## src/rtl/vga_fb_fetch_arb.sv

```systemverilog
// Owner of the single-port pixel framebuffer RAM: streams one framebuffer row into the
// display line buffer while granting a pixel writer a guaranteed slot every WR_EVERY cycles.
module vga_fb_fetch_arb #(
    parameter int FB_W     = 160,
    parameter int FB_H     = 120,
    parameter int PIX_W    = 12,
    parameter int ADDR_W   = 15,
    parameter int WR_EVERY = 8
) (
    input  logic              clk,
    input  logic              nrst,
    input  logic              fetch_req,
    input  logic [6:0]        fetch_row,
    output logic              fetch_busy,
    output logic              fetch_done,
    output logic              err,
    output logic              lb_we,
    output logic [7:0]        lb_waddr,
    output logic [PIX_W-1:0]  lb_wdata,
    output logic              ram_en,
    output logic              ram_we,
    output logic [ADDR_W-1:0] ram_addr,
    output logic [PIX_W-1:0]  ram_wdata,
    input  logic [PIX_W-1:0]  ram_rdata,
    input  logic              wr_valid,
    output logic              wr_ready,
    input  logic [ADDR_W-1:0] wr_addr,
    input  logic [PIX_W-1:0]  wr_data
);
    localparam int                SLOT_W    = (WR_EVERY > 2) ? $clog2(WR_EVERY) : 1;
    localparam logic [7:0]        COL_LAST  = 8'(FB_W - 1);
    localparam logic [SLOT_W-1:0] SLOT_LAST = SLOT_W'(WR_EVERY - 1);
    localparam logic [7:0]        ROW_LIMIT = 8'(FB_H);

    typedef enum logic [1:0] {IDLE, FETCH, DRAIN} state_t;

    state_t            state;
    logic [7:0]        col;
    logic [SLOT_W-1:0] slot;
    logic [ADDR_W-1:0] base;
    logic [ADDR_W-1:0] row_base;
    logic              row_ok;
    logic              slot_cyc;
    logic              wr_fire;
    logic              rd_vld_p0;
    logic              last_rd;
    logic              vld_p1;
    logic [7:0]        col_p1;

    assign row_ok   = ({1'b0, fetch_row} < ROW_LIMIT);
    assign row_base = ADDR_W'(32'(fetch_row) * 32'(FB_W));

    // The writer slot is offered whether or not the writer wants it; an unused slot
    // simply becomes another read.
    assign slot_cyc  = (state == FETCH) && (slot == SLOT_LAST);
    assign wr_ready  = nrst && ((state == IDLE) || (state == DRAIN) || slot_cyc);
    assign wr_fire   = wr_ready && wr_valid;
    assign rd_vld_p0 = (state == FETCH) && !wr_fire;
    assign last_rd   = rd_vld_p0 && (col == COL_LAST);

    assign ram_en    = wr_fire || rd_vld_p0;
    assign ram_we    = wr_fire;
    assign ram_addr  = wr_fire ? wr_addr : base + ADDR_W'(col);
    assign ram_wdata = wr_data;

    always_ff @(posedge clk or negedge nrst) begin
        if (!nrst) begin
            state      <= IDLE;
            col        <= '0;
            slot       <= '0;
            fetch_busy <= 1'b0;
            fetch_done <= 1'b0;
            err        <= 1'b0;
        end else begin
            fetch_done <= 1'b0;
            err        <= 1'b0;
            case (state)
                IDLE: begin
                    if (fetch_req) begin
                        if (row_ok) begin
                            state      <= FETCH;
                            col        <= '0;
                            slot       <= '0;
                            fetch_busy <= 1'b1;
                        end else begin
                            err <= 1'b1;
                        end
                    end
                end
                FETCH: begin
                    err  <= fetch_req;
                    slot <= slot_cyc ? '0 : slot + SLOT_W'(1);
                    if (rd_vld_p0) begin
                        col <= last_rd ? '0 : col + 8'd1;
                    end
                    if (last_rd) begin
                        state      <= DRAIN;
                        fetch_done <= 1'b1;
                    end
                end
                DRAIN: begin
                    err        <= fetch_req;
                    state      <= IDLE;
                    fetch_busy <= 1'b0;
                end
                default: begin
                    state      <= IDLE;
                    fetch_busy <= 1'b0;
                end
            endcase
        end
    end

    // p0 -> p1: RAM read issued; data returns next cycle alongside its column
    always_ff @(posedge clk or negedge nrst) begin
        if (!nrst) begin
            vld_p1 <= 1'b0;
        end else begin
            vld_p1 <= rd_vld_p0;
        end
    end

    always_ff @(posedge clk) begin
        if (rd_vld_p0) begin
            col_p1 <= col;
        end
        if ((state == IDLE) && fetch_req && row_ok) begin
            base <= row_base;
        end
    end

    assign lb_we    = vld_p1;
    assign lb_waddr = col_p1;
    assign lb_wdata = ram_rdata;

endmodule

```

## config.mk

```make
export PLATFORM = sky130hd
export DESIGN_NAME = vga_fb_fetch_arb
export DESIGN_NICKNAME = d
export VERILOG_FILES = /design/src/rtl/vga_fb_fetch_arb.sv
export SDC_FILE = /design/constraint.sdc
export NUM_CORES = 1
export LEC_CHECK = 0
export CAP_MARGIN = 15
export CORE_MARGIN = 2
export CORE_UTILIZATION = 35
export CTS_CLUSTER_SIZE = 8
export DETAILED_ROUTE_END_ITERATION = 10
export PLACE_DENSITY = 0.68
export SKIP_LAST_GASP = 1
export SLEW_MARGIN = 20
export SYNTH_ARGS = -nofsm -noshare
export SYNTH_HDL_FRONTEND = slang
export SYNTH_SLANG_ARGS = --single-unit
```

## constraint.sdc

```tcl
create_clock -name clk -period 3.13 [get_ports clk]
set_input_delay 0.626 -clock clk [delete_from_list [all_inputs] [get_ports clk]]
set_output_delay 0.626 -clock clk [all_outputs]
set_load 0.02 [all_outputs]
```

==> results.toml <==
[yosys]
ys_ff_latch = 35
yosysTopAreaCellShare_pct = 22.50
synth_warnings = 0
synthMuxAreaShare_pct = 3.229
syn_avg_cell_area_sq_um = 10.31
synth_area_sq_um = 2402
synth_top_family_by_area = "compound AO/OA/AOI/OAI gates"
syn-instance-count = 233
ys_top_cells_by_area = "edfxtp_1 (23%), dfrtp_1 (18%), ha_1 (11%)"
synth_fp_nets = 306
synth-xor-area-share_pct = 4.010
synth-compound-area-share_pct = 15.94
synth_fa_ha_area_share_pct = 12.60
synth-simple-area-share_pct = 13.18
ys_seq_area_share_pct = 40.21
synth_largest_area_cell = "edfxtp_1"
synth.distinct_cells = 47

[cts]
root_buffer = "clkbuf_8"
clock_sinks = 35
insertion_delay_ns = 0.28
clk_pin_slew_ns = 0.08
cts_tree = "done"
post_cts_resized = 12
cts_hold_buf = 0
post-cts-setup-buffers = 0
htree_levels = 2
cts_inserted_buffers = 5
clock_path_buffers = 2

[min_path]
worstHoldPathType = "flop to flop"

[sta]
fmax_mhz = 340.3
worst_clock_skew_ns = 0.01015
finalSetupViolCount = 0
fin_crit_sh_pct = 93.89
hold_viol = 0
slew_headroom_pct = 53.84
fin_tns_setup_ns = 0
finalMaxSlewViolations = 0
worstMarginPinSlew_ns = 0.6898
final.min_clock_period_ns = 2.939
rsz0062_at_grt = "false"

[grt]
antenna_found_initial = 0
track_usage_pct = 12.86
grt_start_max_net_pins = 28
overflow = 0
grt_first_pass_wirelength_mm = 7.783
first_global_vias = 1757

[cells_and_area]
layout_common_cells = "clkdlybuf4s50_1 (40), ha_1 (21), nand2_1 (18), edfxtp_1 (18), dfrtp_1 (16)"
diodes = 0
fin_area_sq_um = 3045
syn_to_final_growth_pct = 26.77
mostFrequentLayoutCell = "clkdlybuf4s50_1"
drive_gt1_share_pct = 10.91
nNetsFinal = 347
finish.utilization_pct = 45.33

[die]
die_x_um = 86.85
rows = 30
initial_utilization_pct = 35.75
die_y_um = 86.85
dieArea_sq_um = 7542
design.core.area_sq_um = 6719
ioPinCount = 104

[pwr]
p_leak_nw = 1.302
p_per_area_nw_per_um2 = 702.6
peakVddDrop_v = 0.0002249

[detailed_routing]
drtAntennaViolNets = 0
via_per_inst = 5.037
finalWirelength_mm = 4.758
drc = 0
num_vias = 1788
drt_first_iter_violations = 58
wl_per_cell_um = 13.40
dr.pass1.iters = 4

[placement]
dp.final_hpwl_mm = 3.605
io_buffers = 55
dpl_cell_area_sq_um = 2918
gp_congestion = 0.7882

[setup_path]
worst-path-max-fanout = 3
critPathRequiredTime_ns = 2.50
endpoint_kind = "primary output"
critical-path-top-delay-family = "adder cells"
crit_chain = "ha_1 -> inv_1 -> fa_1 -> nor2b_1 -> o2111ai_1 -> xor2_1 -> o21ai_1 -> dlygate4sd2_1"
cp.arrival_ns = 2.31
slowest_stage = "fa_1"
cpPeakStageDelay_ns = 0.39
cp-start-kind = "flop"
crit_type = "flop to primary output"
crit_buf_inv = 2

[job]
drv_cap = 0

[run_status]
status = "finished clean"
## report_power, final
group	leakage, nW	internal [mW]	switching [mW]	total [mW]
sequential	0.397	0.637	0.0824	0.720
combinational	0.843	0.447	0.542	0.989
clock	0.0618	0.262	0.169	0.431
total	1.30	1.35	0.793	2.14
## synthesized netlist by cell type (all sizes together)
| cell type | count |
|---|---|
| o21ai | 21 |
| nand3b | 3 |
| dfrtp | 17 |
| edfxtp | 18 |
| o2111ai | 3 |
| nor2b | 5 |
| o31ai | 2 |
| a21boi | 1 |
| nor4 | 1 |
| buf | 29 |
| nand2 | 18 |
| nand3 | 5 |
| nor3 | 2 |
| o32ai | 1 |
| and4b | 1 |
| a32oi | 1 |
| ha | 21 |
| a221oi | 1 |
| o221ai | 1 |
| nand4 | 3 |
| and3 | 1 |
| o211ai | 1 |
| o21a | 3 |
| and2 | 3 |
| mux2 | 6 |
| a21oi | 12 |
| o41ai | 1 |
| a211oi | 3 |
| fa | 2 |
| or4 | 3 |
| nor2 | 5 |
| inv | 14 |
| a21o | 4 |
| or3 | 2 |
| nor3b | 5 |
| mux2i | 1 |
| xnor2 | 6 |
| xor2 | 5 |
| a211o | 1 |
| a31oi | 1 |
## tightest hold or removal path, cell delays in order (launching register included)
cell      delay [ns]
dfrtp_1         0.36
nand2_1         0.06
o221ai_1        0.06
## metrics by stage
step | setup WS (ns) | power, mW | hold WS (ns) | cells
floorplan | 0.5067 | 1.382 | 0.3304 | 233
CTS | 0.004474 | 2.162 | 0.5231 | 355
detailed placement | 0.07679 | 1.756 | 0.5097 | 347
finish | 0.1913 | 2.140 | 0.5221 | 355
global placement | 0.07858 | 1.736 | 0.5007 | 347
global route | 0.01263 | 2.285 | 0.5445 | 355
## final timing paths
check | from | end | slack [ns] | cells after the start
min | slot[1]$_DFFE_PN0P_ | slot[1]$_DFFE_PN0P_ | 0.52 | 2
min reg2reg | slot[1]$_DFFE_PN0P_ | slot[1]$_DFFE_PN0P_ | 0.52 | 2
max | col[5]$_DFFE_PN0P_ | ram_addr[11] | 0.19 | 8
max reg2reg | slot[0]$_DFFE_PN0P_ | lb_waddr[7]$_DFFE_PP_ | 0.81 | 6
min in group asynchronous | nrst | state[0]$_DFFE_PN0P_ | 0.71 | 2
max in group asynchronous | nrst | col[6]$_DFFE_PN0P_ | 2.20 | 2
## sequential cells by signal (all words and copies together) (netlist names)
signal and flops:
base 10, col 8, err 1, fetch_busy 1, fetch_done 1, lb_waddr 8
lb_we 1, slot 3, state 2
## routing by layer
layer | vias up | routed length [um] | part of all wire, % | track usage (%)
met2 | 53 | 2102 | 44 | 21.37
met4 | 0 | 59 | 1.2 | 4.261
met3 | 8 | 319 | 6.7 | 2.952
li1 | 900 | - | - | -
met5 | - | 0 | 0 | 0
met1 | 827 | 2278 | 48 | 16.48
## logic make-up (layout without fill, tap and decap cells)
kind of cell / count (synthesis) / after routing
xor gates and xnor gates: 11 / 11
AOI/OAI and AO/OA: 57 / 57
adders and majority gates: 23 / 23
buffers and inverters: 43 / 85
muxes: 7 / 7
DFF: 35 / 35
and+or+nand+nor: 57 / 57
## final cells by class
cell class              instances  area (sq um)
fillers                       642          3674
multi-input cells             155          1181
flip-flops and latches         35         967.2
repair buffers                 63         623.1
well taps                      80         100.1
clock buffers                   6         82.58
inverters                      14         52.55
clock inverters                 2         38.79
(Power assumes the default switching activity.)
